[src/rtl/reg_fifo_pkg.sv]
// Shared types for the register FIFO: the per-cycle operation code that
// drives the pointer and occupancy updates.
package reg_fifo_pkg;

   // One bit per accepted side: {push_ok, pop_ok}
   typedef enum logic [1:0] {
      OP_NONE = 2'b00,
      OP_POP  = 2'b01,
      OP_PUSH = 2'b10,
      OP_BOTH = 2'b11
   } fifo_op_e;

   function automatic fifo_op_e op_decode(input logic push_ok, input logic pop_ok);
      return fifo_op_e'({push_ok, pop_ok});
   endfunction

endpackage

[src/rtl/reg_fifo_ctrl.sv]
// Control path of the register FIFO: accept decode, read/write pointers,
// occupancy counter and the full/empty flags derived from it.
module reg_fifo_ctrl
   import reg_fifo_pkg::*;
#(
   parameter int ADDR_WIDTH = 2
) (
   input  logic                  clk,
   input  logic                  reset,
   input  logic                  i_wr,
   input  logic                  i_rd,
   output logic                  o_push_ok,
   output logic                  o_pop_ok,
   output logic [ADDR_WIDTH-1:0] o_wptr,
   output logic [ADDR_WIDTH-1:0] o_rptr,
   output logic [ADDR_WIDTH:0]   o_count,
   output logic                  o_full,
   output logic                  o_empty
);

   localparam int                DEPTH_I = 1 << ADDR_WIDTH;
   localparam logic [ADDR_WIDTH:0] DEPTH = DEPTH_I[ADDR_WIDTH:0];

   logic [ADDR_WIDTH-1:0] r_wptr;
   logic [ADDR_WIDTH-1:0] r_rptr;
   logic [ADDR_WIDTH:0]   r_count;
   logic                  w_full;
   logic                  w_empty;
   logic                  w_push_ok;
   logic                  w_pop_ok;
   fifo_op_e              w_op;

   // Flags come from the registered count; pointers may be equal both when
   // empty and when full, so they cannot be used on their own.
   always_comb begin
      w_full    = (r_count == DEPTH);
      w_empty   = (r_count == '0);
      // A full FIFO still takes a write when the head leaves in the same cycle.
      w_push_ok = i_wr & (~w_full | i_rd);
      w_pop_ok  = i_rd & ~w_empty;
      w_op      = op_decode(w_push_ok, w_pop_ok);
   end

   // Pointer and occupancy update; pointers wrap by natural overflow.
   always_ff @(posedge clk) begin
      if (reset) begin
         r_wptr  <= '0;
         r_rptr  <= '0;
         r_count <= '0;
      end else begin
         if (w_push_ok) r_wptr <= r_wptr + ADDR_WIDTH'(1);
         if (w_pop_ok)  r_rptr <= r_rptr + ADDR_WIDTH'(1);
         case (w_op)
            OP_PUSH: r_count <= r_count + (ADDR_WIDTH+1)'(1);
            OP_POP:  r_count <= r_count - (ADDR_WIDTH+1)'(1);
            default: r_count <= r_count;
         endcase
      end
   end

   assign o_push_ok = w_push_ok;
   assign o_pop_ok  = w_pop_ok;
   assign o_wptr    = r_wptr;
   assign o_rptr    = r_rptr;
   assign o_count   = r_count;
   assign o_full    = w_full;
   assign o_empty   = w_empty;

endmodule

[src/rtl/reg_fifo.sv]
// Register-based show-ahead FIFO in front of the pipeline register stage.
// Storage lives here; pointers and flags come from reg_fifo_ctrl.
module reg_fifo
   import reg_fifo_pkg::*;
#(
   parameter int DATA_WIDTH = 32,
   parameter int ADDR_WIDTH = 2
) (
   input  logic                  clk,
   input  logic                  reset,
   input  logic                  wr,
   input  logic [DATA_WIDTH-1:0] wdata,
   input  logic                  rd,
   output logic [DATA_WIDTH-1:0] rdata,
   output logic                  full,
   output logic                  empty,
   output logic [ADDR_WIDTH:0]   count
);

   localparam int DEPTH = 1 << ADDR_WIDTH;

   logic [DATA_WIDTH-1:0] r_mem [DEPTH];
   logic                  w_push_ok;
   logic                  w_pop_ok;
   logic [ADDR_WIDTH-1:0] w_wptr;
   logic [ADDR_WIDTH-1:0] w_rptr;

   reg_fifo_ctrl #(
      .ADDR_WIDTH (ADDR_WIDTH)
   ) u_ctrl (
      .clk       (clk),
      .reset     (reset),
      .i_wr      (wr),
      .i_rd      (rd),
      .o_push_ok (w_push_ok),
      .o_pop_ok  (w_pop_ok),
      .o_wptr    (w_wptr),
      .o_rptr    (w_rptr),
      .o_count   (count),
      .o_full    (full),
      .o_empty   (empty)
   );

   // Write-enabled register bank; contents survive reset, so a word read
   // while empty is stale and meaningless.
   always_ff @(posedge clk) begin
      if (!reset && w_push_ok) r_mem[w_wptr] <= wdata;
   end

   // Show-ahead read: head word straight from storage, no write bypass.
   always_comb begin
      rdata = r_mem[w_rptr];
   end

endmodule

[config.mk]
export PLATFORM = sky130hd
export DESIGN_NAME = reg_fifo
export DESIGN_NICKNAME = d
export VERILOG_FILES = /design/src/rtl/reg_fifo_pkg.sv /design/src/rtl/reg_fifo_ctrl.sv /design/src/rtl/reg_fifo.sv
export SDC_FILE = /design/constraint.sdc
export NUM_CORES = 1
export LEC_CHECK = 0
export BUFFER_PORTS_ARGS = -buffer_cell sky130_fd_sc_hd__buf_2
export CAP_MARGIN = 30
export CORE_ASPECT_RATIO = 1.1
export CORE_MARGIN = 3
export CORE_UTILIZATION = 58
export DETAILED_ROUTE_END_ITERATION = 10
export PLACE_DENSITY = 0.81
export SYNTH_ARGS = -nofsm -noshare
export SYNTH_HDL_FRONTEND = slang
export SYNTH_HIERARCHICAL = 1
export SYNTH_SLANG_ARGS = --single-unit
export TNS_END_PERCENT = 50
[constraint.sdc]
create_clock -name clk -period 12 [get_ports clk]
set_input_delay 1.8 -clock clk [delete_from_list [all_inputs] [get_ports clk]]
set_output_delay 1.8 -clock clk [all_outputs]
set_load 0.01 [all_outputs]
==> impl_results.md, run 1 <==
- Minimum setup slack after placement: 8.33 ns
- Outcome: finished clean
- Number of input and output port buffers inserted: 72
- Number of CTS-inserted buffers: 17
- Clock skew: 0.0131 ns
- Beginning of the worst hold path: u_ctrl/o_rptr[0]$_SDFFE_PP0P_
- Number of synthesized register bits: 135
- Data arrival at the endpoint of the critical path: 2.20 ns
- Switching share of power: 24.9%
- Width of the chip: 95.2 um
- Pin count of the biggest net entering global routing: 35
- Die height: 104 um
- Cell with the largest stage delay on the worst path: mux4_1
- Final hold slack: 0.511 ns
- Setup crit start kind: register
- Vias in the first global route: 2537
- Total Power: 0.00126 W
- Number of DRC markers in iteration 0: 149
- Sequential share of the synthesized area: 78.5%
- Post-synthesis cell area: 5080 sq um
- Routed len/inst: 20.9 um
- Clock-pin slew of the registers on the worst-case setup and hold paths: 0.06 ns
- Minimum clock period: 4.00 ns
- Number of H-tree branching levels: 4
- Design internal power: 0.000943 W
- Total non-filler cell area in the finished layout: 6120 sq um
- Sink count of the clock tree: 135
- Post-Syn Nets: 251
- Unrepaired setup endpoints after global routing: false
- Post-detailed-placement cell area: 5560 sq um
- Worst Hold Class: reg2reg
- Setup bufs post-CTS: 0
- Worst setup startpoint: u_ctrl/o_rptr[0]$_SDFFE_PP0P_
- Number of setup violations in the final report: 0
- CTS Hold Buffers Added: 0
- Pwr Density: 205 nW/um^2
- Fmax achieved: 250 MHz
- CP endpoint kind: output pin
- Total Wirelength: 8850 um
- Number of distinct library cells after synthesis: 27
- Post-route worst setup slack: 8.00 ns
- NumNets Final: 338
- Die ar.: 9910 sq um
- CP Class: reg2out
- Startpoint of the most critical register-to-register path: u_ctrl/o_count[2]$_SDFFE_PP0P_
- Antenna violation net count after detailed routing: 0
- Biggest fanout along the worst timing path: 32
- Post-detailed-route via-to-cell ratio: 5.67
- DRC Markers: 0
- Clock tree from TritonCTS: yes
- Hold violation total from the final report: 0
- Number of cells produced by synthesis: 213
- VDD IR max: 0.152 mV
- Actual slew at the worst max-slew pin: 0.875 ns
- Share of cells above drive strength 1: 47.1%
- Count of pins over their slew limit: 0
- CTS Root Buffer Type: clkbuf_8
- Length of the first detailed-routing pass in iterations: 4
- GR Layer Usage met1: 24.5%
- Buffer depth of the longest clock path: 2
- Total congestion overflow: 0
- Synth-to-Final Area Change: 20.6%
- Leakage power: 2.09 nW
- CORE AREA: 8450 sq um
- Total track usage: 19.7%
- Total number of vias: 2405
- Post-CTS Resized: 0
- Global-route met3 utilization: 6.58%
- Count of boundary I/O pins: 73
- Hpwl dp: 4870 um
- Period utilization: 33.4%
- Buffer and inverter count on the worst path: 2
- Portion of total power attributed to the clock network: 38.5%
- Count of maximum capacitance violations: 0
- Combinational power share: 16.9%
- Sequential cell fraction of total power: 44.6%
- Wire length of the first global-routing pass: 13800 um
- Final RePlAce weighted congestion: 0.763
- Global routing usage on met2: 30.7%
- Crit-path cells: buf_4 > mux4_1 > buf_2
- Number of antenna violations at the first check in global routing: 1
- Standard-cell row count: 35
- Busiest metal layer after global routing: met2
- Worst-skew pair later-pin latency: 0.51 ns
- Starting density of the core: 60.1%
- Longest individual stage delay on the worst path: 0.66 ns
- Power dissipated by switching net loads: 0.000312 W
- Critical path data required time: 10.20 ns
- Family with the most delay on the worst path: buffers and inverters
- Worst max-slew margin expressed relative to the limit: 41.7%
- Synthesized area per cell: 23.8 sq um
- Synthesis Warnings: 6
- Setup TNS: 0 ns
placed cells by master, fill, tap and decap left out, types with 2 or more instances in the layout:
master,instances
inv_1,5
clkinvlp_4,2
mux4_1,2
dfxtp_1,5
nor4bb_4,2
o21ai_0,3
nor2_1,5
bufinv_16,2
clkbuf_16,16
a21oi_1,4
buf_2,72
inv_6,3
xor2_1,3
edfxtp_1,128
nand2_1,2
buf_4,4
clkinv_2,3
mux4_2,30
or3_1,3
dfxtp_2,2
clkinv_4,4
stage by stage:
step,cells,utilization [%]
final,424,72.5
after global routing,424,72.5
after CTS,423,72.4
after detailed placement,392,65.7
after global placement,392,65.7
after floorplan,213,-
Yosys cell counts, drive strengths merged:
master | count | area (sq um)
edfxtp | 128 | 3840
mux4 | 32 | 728
buf | 8 | 90.1
dfxtp | 7 | 140
inv | 5 | 18.8
nor2 | 5 | 18.8
a21oi | 4 | 20.0
o21ai | 3 | 15.0
or3 | 3 | 18.8
xor2 | 3 | 26.3
nand2 | 2 | 7.51
nor2b | 2 | 15.0
nor4b | 2 | 32.5
nor4bb | 2 | 20.0
and3 | 1 | 6.26
and4b | 1 | 10.0
fa | 1 | 20.0
ha | 1 | 12.5
mux2 | 1 | 15.0
nor3 | 1 | 10.0
o31ai | 1 | 7.51
layer usage:
metal,part of all wire [%],vias up,routed length [um]
met5,0,-,0
met4,3.6,0,316
met2,52,87,4610
li1,-,1075,-
met3,4.9,23,438
met1,39,1220,3480
logic make-up after synthesis:
family	Yosys count	synth area share, %
multiplexers	33	14.6
flip-flops	135	78.5
buffers and inverters	13	2.14
XOR/XNOR	3	0.518
adder cells (fa/ha/maj)	2	0.641
AND/OR/NAND/NOR	19	2.74
AO/OA/AOI/OAI	8	0.838
power by group through the flow:
stage	logic [W]	registers [W]	clock network [W]
after CTS	0.000217	0.000561	0.000491
after detailed placement	0.000215	0.000570	0
final	0.000212	0.000560	0.000484
after global routing	0.000232	0.000563	0.000513
after floorplan	0.000164	0.000564	0
after global placement	0.000213	0.000568	0
area by class of cell:
cell class | count | area (sq um)
flip-flops and latches | 135 | 3990
fillers | 490 | 2330
multi-input cells | 65 | 1020
clock buffers | 17 | 414
repair buffers | 76 | 390
clock inverters | 14 | 151
well taps | 111 | 139
inverters | 5 | 18.8
diodes | 1 | 2.50
worst min-delay path, stage by stage (launching register included):
cell and delay [ns]:
dfxtp_2 0.34, xor2_1 0.07, nor2_1 0.07
flip-flops by register name (all words and copies together), names as in the netlist:
signal / count
r_mem: 128
u_ctrl/o_count: 3
u_ctrl/o_rptr: 2
u_ctrl/o_wptr: 2
worst paths after layout:
| path | end | slack, ns | cells past startpoint |
|---|---|---|---|
| max reg2reg | u_ctrl/o_count[2]$_SDFFE_PP0P_ | 9.77 | 9 |
| max | rdata[0] | 8.00 | 3 |
| min | u_ctrl/o_rptr[0]$_SDFFE_PP0P_ | 0.51 | 2 |
| min reg2reg | u_ctrl/o_rptr[0]$_SDFFE_PP0P_ | 0.51 | 2 |
Note: power is estimated with default switching activity, not from simulation.
==> run 2: changes to the inputs <==
Settings changed: ABC_AREA set to 1, PLACE_DENSITY 0.81 to 0.8.
Clock period 12 ns to 3.7 ns, I/O delays scaled along.
==> impl_results.md, run 2 <==
- Actual slew at the worst max-slew pin: 0.713 ns (-0.162 ns)
- Buffer depth of the longest clock path: 2 (unchanged)
- Most frequent cell after synthesis: nand2_1
- Crit-path cells: inv_1 > buf_4 > nand3_1 > nand2_1 > buf_2
- Cell taking the most area after synthesis: edfxtp_1
- Critical path data required time: 3.14 ns (-7.06 ns)
- Standard-cell row count: 37 (+5.7%)
- Longest individual stage delay on the worst path: 0.42 ns (-0.24 ns)
- DRC Markers: 0 (unchanged)
- Area share of the largest cell type after synthesis: 65.9% (-9.8 points)
- FFs w/ async S/R, synth: 0% (unchanged)
- Vias in the first global route: 4049 (+60%)
- Leading cell types in the layout, fill and taps excluded: nand2_1, inv_1, edfxtp_1, buf_2, nand3_1
- Unrepaired setup endpoints after global routing: false
- Number of cells produced by synthesis: 569 (+170%)
- Leakage power: 3.19 nW (+52%)
- Period utilization: 68.6%
- Post-synthesis cell area: 5830 sq um (+15%)
- Outcome: finished clean
- Sequential share of the synthesized area: 68.3% (-10 points)
- Hpwl dp: 6850 um (+41%)
- Worst max-slew margin expressed relative to the limit: 52.5% (+11 points)
- Antenna violation net count after detailed routing: 0 (unchanged)
- Synth-to-Final Area Change: 16.4%
- Final cell utilization of the core: 70.9% (-1.6 points)
- Wire length of the first global-routing pass: 18700 um (+36%)
- Number of antenna violations at the first check in global routing: 1 (unchanged)
- Filler cells: 659 (+34%)
- Total Power: 0.00408 W (+230%)
- Number of distinct library cells after synthesis: 19 (-30%)
- Length of the first detailed-routing pass in iterations: 4 (unchanged)
- Family with the most delay on the worst path: buffers and inverters
- Final RePlAce weighted congestion: 0.730 (-4.3%)
- Register name with the most flops: r_mem
- Sink count of the clock tree: 135 (unchanged)
- Worst Hold Class: in2reg
- Post-CTS Resized: 0 (unchanged)
- R2r setup slk: 1.91 ns (-7.86 ns)
- Number of H-tree branching levels: 4 (unchanged)
- Hold violation total from the final report: 0 (unchanged)
- Buffer and inverter count on the worst path: 3 (+1)
- Clock skew: 0.00823 ns (-0.00485 ns)
- Clock tree from TritonCTS: yes
- Number of DRC markers in iteration 0: 320 (+110%)
- Synth top cells by count: nand2_1, inv_1, edfxtp_1, nand3_1, buf_2
- Most common flop cell mapped by yosys: edfxtp_1
- Width of the chip: 102 um (+6.8%)
- CP endpoint kind: output pin
- Total Wirelength: 11400 um (+29%)
- CTS Root Buffer Type: clkbuf_8
- CORE AREA: 9580 sq um (+13%)
- Total number of vias: 3893 (+62%)
- Total non-filler cell area in the finished layout: 6790 sq um (+11%)
- Share of cells above drive strength 1: 18.2% (-29 points)
- Total track usage: 22.1% (+2.4 points)
- Setup crit start kind: register
- Post-detailed-placement cell area: 6300 sq um (+13%)
- CTS Hold Buffers Added: 0 (unchanged)
- Number of input and output port buffers inserted: 72 (unchanged)
- Max reg flops: 128 (unchanged)
- NumNets Final: 689 (+100%)
- Pin count of the biggest net entering global routing: 69 (+97%)
- Synthesis Warnings: 6 (unchanged)
- Post-detailed-route via-to-cell ratio: 5.01 (-12%)
- VDD IR max: 0.350 mV (+130%)
- Total congestion overflow: 0 (unchanged)
- Number of setup violations in the final report: 0 (unchanged)
- Setup TNS: 0 ns (unchanged)
- Biggest fanout along the worst timing path: 18 (-44%)
- Routed len/inst: 14.7 um (-30%)
- Starting density of the core: 60.9% (+0.82 points)
- Count of pins over their slew limit: 0 (unchanged)
- Setup bufs post-CTS: 0 (unchanged)
- Count of maximum capacitance violations: 0 (unchanged)
- Worst-skew pair later-pin latency: 0.51 ns (about the same)
- Number of CTS-inserted buffers: 17 (unchanged)
- Number of synthesized register bits: 135 (unchanged)
- Clock-pin slew of the registers on the worst-case setup and hold paths: 0.05 ns (about the same)
- Fmax achieved: 394 MHz
- Count of boundary I/O pins: 73 (unchanged)
- Cell with the largest stage delay on the worst path: inv_1
- Leading post-synthesis cells by cell area: edfxtp_1, nand2_1, inv_1
- Number of enable-type register cells in the synthesized netlist: 128 (unchanged)
- Final hold slack: 0.253 ns (-0.259 ns)
- Post-Syn Nets: 607 (+140%)
- Synthesized area per cell: 10.3 sq um (-57%)
- CP Class: reg2out
- Data arrival at the endpoint of the critical path: 1.98 ns (-0.22 ns)
- Pwr Density: 601 nW/um^2 (+190%)
- Most common library cell in the layout ignoring fill and taps: nand2_1
- Die ar.: 11300 sq um (+14%)
- Antenna diode instance count: 0 (-1)
- Die height: 111 um (+6.8%)
- Minimum clock period: 2.54 ns
==> run 2: where the power goes <==
group          switching (W)  internal [W]  total, W
logic               0.000596      0.000307  0.000903
clock network       0.000540      0.000864   0.00140
registers          0.0000326       0.00174   0.00178
==> run 2: worst reg2reg max path: stages, from the launching register on <==
cell     delay, ns
dfxtp_1       0.35
nor2_2        0.16
nand3_2       0.12
nand2_1       0.10
ha_1          0.17
inv_1         0.06
fa_1          0.37
inv_1         0.07
nand2_1       0.04
nand3_1       0.09
nand2_1       0.06
nand2_1       0.05
nor2_1        0.04
==> run 2: area by class of cell <==
type	count	area [sq um]	area share, %
Clock buffer	21	429	6.32
Clock inverter	7	58.8	0.866
Inverter	147	552	8.12
Multi-Input combinational cell	267	1160	17.2
Sequential cell	135	3990	58.7
Tap cell	117	146	2.16
Timing Repair Buffer	83	455	6.71
==> run 2: cells by family (layout without fill, tap and decap cells) <==
family                   count (synthesis)  count (layout)  synth area share (%)
AND/OR/NAND/NOR                        258             258                  18.4
buffers and inverters                  167             258                  12.1
flip-flops                             135             135                  68.3
AO/OA/AOI/OAI                            7               7                 0.665
adder cells (fa/ha/maj)                  2               2                 0.558
==> run 2: layer usage <==
metal / routed length [um] / track usage, % / vias to the layer above
li1: - / - / 1931
met4: 180 / 10.6 / 2
met1: 4140 / 23.8 / 1797
met3: 871 / 7.36 / 14
met2: 6230 / 38.1 / 149
met5: 13 / 0 / -
==> run 2: final timing paths <==
check,start,end,cells past startpoint
max,u_ctrl/o_rptr[1]$_SDFFE_PP0P_,rdata[12],5
min,reset,u_ctrl/o_rptr[1]$_SDFFE_PP0P_,2
min reg2reg,u_ctrl/o_count[0]$_SDFFE_PP0P_,u_ctrl/o_count[0]$_SDFFE_PP0P_,1
max reg2reg,u_ctrl/o_count[0]$_SDFFE_PP0P_,u_ctrl/o_count[2]$_SDFFE_PP0P_,12
==> run 2: per-stage QoR <==
stage / instances / setup slack (ns)
6_report: 777 / 1.16
5_1_grt: 777 / 0.996
4_1_cts: 777 / 1.13
3_5_place_dp: 749 / 1.66
3_3_place_gp: 748 / 1.63
2_1_floorplan: 569 / 0.153
